--- config.mk ---
export PLATFORM = sky130hd
export DESIGN_NAME = addr_req_queue
export DESIGN_NICKNAME = d
export VERILOG_FILES = /design/src/rtl/addr_req_queue.sv
export SDC_FILE = /design/constraint.sdc
export NUM_CORES = 2
export LEC_CHECK = 0
export ABC_AREA = 1
export BUFFER_PORTS_ARGS = -buffer_cell sky130_fd_sc_hd__buf_2
export CAP_MARGIN = 5
export CORE_ASPECT_RATIO = 0.6
export CORE_UTILIZATION = 58
export DETAILED_ROUTE_END_ITERATION = 12
export PLACE_DENSITY_LB_ADDON = 0.05
export SYNTH_ARGS = -nofsm -noshare
export SYNTH_HDL_FRONTEND = slang
export SYNTH_SLANG_ARGS = --single-unit
--- constraint.sdc ---
create_clock -name clk -period 3.8 [get_ports clk]
set_clock_uncertainty 0.15 [all_clocks]
set_input_delay 0.38 -clock clk [delete_from_list [all_inputs] [get_ports clk]]
set_output_delay 0.38 -clock clk [all_outputs]
set_load 0.1 [all_outputs]
--- src/rtl/addr_req_queue.sv ---
// Buffers generator addresses in a small FIFO and issues them as memory read
// requests, bracketing each x_max*y_max frame with start/busy/done control.
module addr_req_queue #(
  parameter int unsigned DEPTH = 4,
  parameter int unsigned AW    = 32,
  parameter int unsigned CW    = 32
) (
  input  logic          clk,
  input  logic          rst,
  input  logic          start,
  input  logic [CW-1:0] x_max,
  input  logic [CW-1:0] y_max,
  input  logic [AW-1:0] in_addr,
  input  logic          in_valid,
  output logic          in_ready,
  output logic [AW-1:0] req_addr,
  output logic          req_last,
  output logic          req_valid,
  input  logic          req_ready,
  output logic          busy,
  output logic          done
);

  localparam int unsigned PW = $clog2(DEPTH);
  localparam int unsigned OW = PW + 1;

  typedef enum logic [1:0] {S_IDLE, S_RUN, S_DRAIN} state_e;

  state_e          state_q, state_d;
  logic [CW-1:0]   total_q, total_d;
  logic [CW-1:0]   acc_q, acc_d;
  logic            done_q, done_d;
  logic [PW-1:0]   wr_ptr_q, rd_ptr_q;
  logic [OW-1:0]   cnt_q;
  logic [AW-1:0]   mem_addr [DEPTH];
  logic [DEPTH-1:0] mem_last;

  logic [CW-1:0]   prod_c;
  logic            full_c, empty_c, push_c, pop_c, last_in_c, head_last_c;

  assign prod_c      = x_max * y_max;
  assign full_c      = (cnt_q == OW'(DEPTH));
  assign empty_c     = (cnt_q == '0);
  assign last_in_c   = (acc_q == total_q - CW'(1));
  assign head_last_c = mem_last[rd_ptr_q];

  // Both handshake-ready signals derive from registered state only.
  assign in_ready  = (state_q == S_RUN) && !full_c && (acc_q < total_q);
  assign req_valid = !empty_c;
  assign req_addr  = empty_c ? '0 : mem_addr[rd_ptr_q];
  assign req_last  = !empty_c && head_last_c;
  assign busy      = (state_q != S_IDLE);
  assign done      = done_q;

  assign push_c = in_valid && in_ready;
  assign pop_c  = req_valid && req_ready;

  // Frame control next-state logic.
  always_comb begin
    state_d = state_q;
    total_d = total_q;
    acc_d   = acc_q;
    done_d  = 1'b0;
    case (state_q)
      S_IDLE: begin
        if (start && !done_q) begin
          total_d = prod_c;
          acc_d   = '0;
          if (prod_c == '0) done_d  = 1'b1;
          else              state_d = S_RUN;
        end
      end
      S_RUN: begin
        if (push_c) begin
          acc_d = acc_q + CW'(1);
          if (last_in_c) state_d = S_DRAIN;
        end
      end
      S_DRAIN: ;
      default: state_d = S_IDLE;
    endcase
    if (pop_c && head_last_c) begin
      done_d  = 1'b1;
      state_d = S_IDLE;
    end
  end

  always_ff @(posedge clk or posedge rst) begin
    if (rst) begin
      state_q <= S_IDLE;
      total_q <= '0;
      acc_q   <= '0;
      done_q  <= 1'b0;
    end else begin
      state_q <= state_d;
      total_q <= total_d;
      acc_q   <= acc_d;
      done_q  <= done_d;
    end
  end

  // FIFO pointers and occupancy.
  always_ff @(posedge clk or posedge rst) begin
    if (rst) begin
      wr_ptr_q <= '0;
      rd_ptr_q <= '0;
      cnt_q    <= '0;
    end else begin
      if (push_c) wr_ptr_q <= wr_ptr_q + PW'(1);
      if (pop_c)  rd_ptr_q <= rd_ptr_q + PW'(1);
      case ({push_c, pop_c})
        2'b10:   cnt_q <= cnt_q + OW'(1);
        2'b01:   cnt_q <= cnt_q - OW'(1);
        default: cnt_q <= cnt_q;
      endcase
    end
  end

  always_ff @(posedge clk) begin
    if (push_c) begin
      mem_addr[wr_ptr_q] <= in_addr;
      mem_last[wr_ptr_q] <= last_in_c;
    end
  end

endmodule
======== Word-level counts from Yosys, hierarchy flattened ========
Memories as Yosys holds them, arrays and structs flattened.
Index checks and enable logic that the tools add are counted.
word-level totals
  flip-flop bits (word level) ............. 78
  bits in writable memories ............... 128
  input bits .............................. 101
  memories ................................ 1
cells by class
  add/subtract/negate cells ............... 6
  multiply operators ...................... 1
  $lt $le $gt $ge ......................... 4
  eq/ne operators ......................... 13
  muxes and demuxes ....................... 22
  reduce and logical (&&, ||, !) cells .... 20
memory list
  memory    depth  width  rd ports  clocked after Yosys merged registers in  wr ports  line  source
  mem_addr  4      32     1         0                                        1         35    logic [AW-1:0] mem_addr [DEPTH];
operators by type and width
  cell                                                         number
  two-way mux 32 bit                                           3
  one-hot mux 32 bit (2 select lines)                          1
  adder 32 x 1 -> 32 bit (second input constant)               1
  == test 32 bit                                               1
  logical NOT 32 bit                                           1
  less-than comparator 32 bit                                  1
  multiplier 32 x 32 -> 32 bit                                 1
  subtractor 32 x 1 -> 32 bit (second input constant)          1
  two-way mux 2 bit                                            5
  logical AND 1 bit                                            8
  two-way mux 1 bit                                            8
  less-than comparator 2 x 3 -> 1 bit (second input constant)  2
  != test 2 bit (second input constant)                        3
  != test 3 x 2 -> 1 bit (second input constant)               2
  != test 3 bit (second input constant)                        2
  one-hot mux 2 bit (3 select lines)                           1
  one-hot mux 3 bit (2 select lines)                           1
  nonzero test 2 bit                                           3
  AND reduction 5 bit                                          1
  adder 2 x 1 -> 2 bit (second input constant)                 2
  bitwise mux 4 bit                                            1
  == test 2 x 1 -> 1 bit (second input constant)               2
  == test 2 bit (second input constant)                        2
  adder 3 x 1 -> 3 bit (second input constant)                 1
  other kinds (10)                                             12

======== Logic depth before layout (Yosys ltp) ========
  depth in word-level cells ............... 8
  mapped depth ............................ 38
  mapped depth without buffers ............ 36

======== Worst setup path after synthesis ========
OpenSTA, ideal clock, no wires.
  kind .................................... in2reg
  start point ............................. in y_max[3]
  end point ............................... reg state_q[0]
  arrival time ............................ 6.695 ns
  required time ........................... 3.526 ns
  setup slack ............................. -3.169 ns
  stages on the path ...................... 27
  buffers on the path ..................... 2
  path through ............................ clkbuf_1 -> buf_1 -> nand2_1 -> fa_1 -> fa_1 -> fa_1 -> fa_1 -> inv_1 -> fa_1 -> inv_1 -> fa_1 -> fa_1 -> fa_1 -> inv_1 -> ha_1 -> nand2_1 -> nor2_1 -> inv_1 -> nor3_1 -> o21ai_0 -> nand3_1 -> inv_1 -> o21ai_0 -> xor2_1 -> nand4_1 -> o21bai_1 -> a21oi_1
between the ends
  longest elaborated chain between the ends .. 4
RTL lines
  item                                  line  source
  from (decl)                           12    input logic [CW-1:0] y_max,
  multiplier 32 x 32 -> 32 bit          41    assign prod_c = x_max * y_max;
  logical NOT 32 bit                    69    if (prod_c == '0) done_d = 1'b1;
  != test 3 bit (no source line)        n/a
  AND reduction 5 bit (no source line)  n/a
  to (signal assigned)                  95    state_q <= state_d;
  to (decl)                             29    state_e state_q, state_d;
No other way between the ends.
A chain may end at the register's enable or synchronous reset.

======== Final worst setup path ========
  start point ............................. in y_max[2]
  end point ............................... reg state_q[0]
Same word-level chain as after synthesis.

==> reports/metrics.csv <==
stage,metric,value,unit
timing,fmax,0.1489,GHz
outcome,status,"finished, violations left",
die,dieHeight,172.4,microns
critical_path,crit_type,input pin to flop,
logic_synthesis,synth-compound-area-share,4.977,%
logic_synthesis,ys_seq_area_share,20.73,%
logic_synthesis,synthAdderAreaFrac,36.41,%
finish,antennaDiodeCount,0,
critical_path,cp-end-kind,flop,
logic_synthesis,synth_top_family_by_area,adder cells,
timing,rsz0062_at_grt,true,
critical_path,timing.rr.start,total_q[0],
timing,relSlewSlack,48.52,%
finish,area_delta_synth_final,27.32,%
timing,slew_violations,0,
clock_network,cts_max_path_buffers,3,
logic_synthesis,synth_mux_area_share,0,%
die,pin_count,138,
timing,period_minus_slack,6.717,ns
timing,hold_violations,0,
placement,place_area,32720,sq um
grt,grt_pass1_vias,25061,
logic_synthesis,syn_nets,4263,
clock_network,root_buffer,clkbuf_16,
drt,ant_nets,0,
critical_path,cp_max_fo,6,
clock_network,cts-htree-levels,1,
placement,dpl.hpwl,71490,microns
grt,gr-total-overflow,0,
drt,drt_first_pass_iters,9,
finish,nets,4686,
grt,grt_pass1_wl,139500,microns
clock_network,cts_tree,built,
logic_synthesis,synth_flop_cell,edfxtp_1,
hold_path,hp-class,input pin to flop,
timing,setup_slack,-2.917,ns
die,start_util,58.72,%
logic_synthesis,synth_seq_cells,206,
die,num_rows,62,
die,dieArea,49290,sq um
logic_synthesis,syn_inst,3591,
critical_path,critPathLaunchType,input pin,
clock_network,cts_buffers,18,
logic_synthesis,synth_cell_types,51,
grt,grt_util_all_layers,37.17,%
placement,port_buffers,137,
timing,worstMarginPinSlew,0.7723,ns
critical_path,critical_path.startpoint,y_max[2],
logic_synthesis,avgSynthCellArea,7.813,sq um
clock_network,cts.reportedPaths.clkPinSlew,0.07,ns
critical_path,worstPathArrival,6.95,ns
drt,vias,25357,
timing,finalCritPeriodShare,176.8,%
finish,postLayoutCellArea,35720,sq um
job,cap_violations,0,
critical_path,worstPathRequired,4.04,ns
placement,place_congestion,1.034,
drt,drt_iter0_drc,2900,
drt,wl_per_cell,19.42,microns
drt,drc_errors,0,
grt,grt_max_degree,68,
logic_synthesis,synthSimpleGateAreaFrac,21.44,%
die,design.core.area,47790,sq um
drt,post_drt_via_cell_ratio,5.434,
grt,antenna_found_initial,1,
logic_synthesis,syn_area,28060,sq um
clock_network,clk_latency,0.52,ns
clock_network,cts.sinks,206,
logic_synthesis,yosys.area_share.xor_xnor,2.734,%
logic_synthesis,synth-async-reset-ratio,35.92,%
die,die_w,286.0,microns
timing,setup_viol,29,
finish,drive_gt1_share,23.25,%
outcome,violations,setup timing,
drt,totalWireLength,90630,microns
hold_path,min_from,req_ready,
logic_synthesis,yosys_warnings,0,
logic_synthesis,synth-edff-count,132,
sequential cells by signal, indices dropped and copies added (netlist names):
| register | cells |
|---|---|
| rd_ptr_q | 2 |
| mem_last | 4 |
| cnt_q | 3 |
| mem_addr | 128 |
| wr_ptr_q | 2 |
| total_q | 32 |
| done | 1 |
| state_q | 2 |
| acc_q | 32 |
per-stage QoR:
stage                     setup WS (ns)  cells  hold slack [ns]  setup TNS, ns  utilization, %
after floorplan                  -2.629   3591           0.3186         -52.50               -
after global placement           -3.630   4542           0.2397         -75.65           68.48
after detailed placement         -3.688   4542           0.2438         -77.26           68.48
after CTS                        -2.767   4646           0.1541         -55.61           72.85
after global routing             -3.095   4666           0.2186         -61.53           74.76
final                            -2.917   4666           0.1629         -57.59           74.76
cell usage in the layout (no fill, tap or decap), types with 67 or more instances in the layout:
cell,n
a21oi_1,87
buf_2,69
buf_4,308
dfrtp_1,73
edfxtp_1,132
fa_1,355
ha_1,112
inv_1,799
inv_2,67
nand2_1,845
nand2_2,67
nand3_1,83
nor2_1,251
o21ai_0,91
final cells by class:
cell class              count  area [sq um]
well taps                 640         800.8
multi-input cells        2368         20070
flip-flops and latches    206          5817
repair buffers            548          5201
inverters                 872          3287
clock buffers              22         476.7
fillers                  3504         12060
clock inverters            10         72.57
kinds of logic after synthesis:
group	after synthesis
adders and majority gates	571
buffers and inverters	1017
AOI/OAI and AO/OA	263
xor gates and xnor gates	86
DFF	206
and+or+nand+nor	1448
worst max-delay path, stage by stage:
cell      delay, ns
buf_16         0.13
buf_6          0.12
nand2_4        0.05
inv_2          0.04
fa_1           0.53
inv_2          0.05
fa_1           0.49
fa_2           0.62
fa_1           0.43
fa_1           0.47
fa_1           0.52
inv_2          0.04
fa_2           0.58
fa_2           0.47
ha_4           0.33
nand2_4        0.07
nor2_4         0.12
inv_2          0.07
nor2_4         0.17
nand4_1        0.30
nand4_1        0.22
nand2_2        0.09
nor2_2         0.07
nand4_1        0.12
nor2_1         0.12
nand4_1        0.13
o21bai_1       0.15
a21oi_1        0.07
cell usage after synthesis (5+ instances only):
master,instances,area share [%]
buf_1,13,0.17
nor2_2,15,0.33
buf_2,23,0.41
xnor2_1,33,1.0
and3_1,5,0.11
ha_1,162,7.2
o21ai_0,126,2.2
nand3b_1,15,0.40
a21oi_1,104,1.9
nand2_1,935,13
nand3_1,99,1.8
xor2_1,52,1.6
fa_1,409,29
nand4_1,42,0.94
nor2_1,279,3.7
nor3_1,26,0.46
clkbuf_1,107,1.4
edfxtp_1,132,14
dfrtp_1,74,6.6
o211ai_1,7,0.19
inv_2,6,0.080
nor4_1,5,0.11
inv_1,865,12
per-layer routing:
| layer | global-route usage [%] | routed length, microns | vias to the layer above | part of all wire, % |
|---|---|---|---|---|
| li1 | - | - | 11547 | - |
| met1 | 56.66 | 40720 | 12361 | 45 |
| met2 | 50.87 | 35860 | 1322 | 40 |
| met3 | 14.33 | 13040 | 125 | 14 |
| met4 | 3.999 | 964 | 2 | 1.1 |
| met5 | 0 | 43 | - | 0.047 |
worst paths after layout:
check,to,cells past startpoint,slack [ns]
max,state_q[0],28,-2.92
min,rd_ptr_q[0],4,0.16
max reg2reg,cnt_q[2],17,0.50
min reg2reg,cnt_q[2],1,0.38
max in group asynchronous,rd_ptr_q[0],4,2.46
min in group asynchronous,acc_q[7],3,0.25
repair_timing:
action / in CTS / in global routing
setup endpoints to repair: 29 / 29
pin swaps: 131 / 173
hold buffers: 33 / 0
resized for setup: 243 / 238
endpoints found under the hold margin: 151 / 0
gates cloned: 1 / 2
buffers inserted: 42 / 24
Power is left out: the tool's default activity adds up to more than one toggle a clock period on the data nets, which glitch-free logic cannot reach.
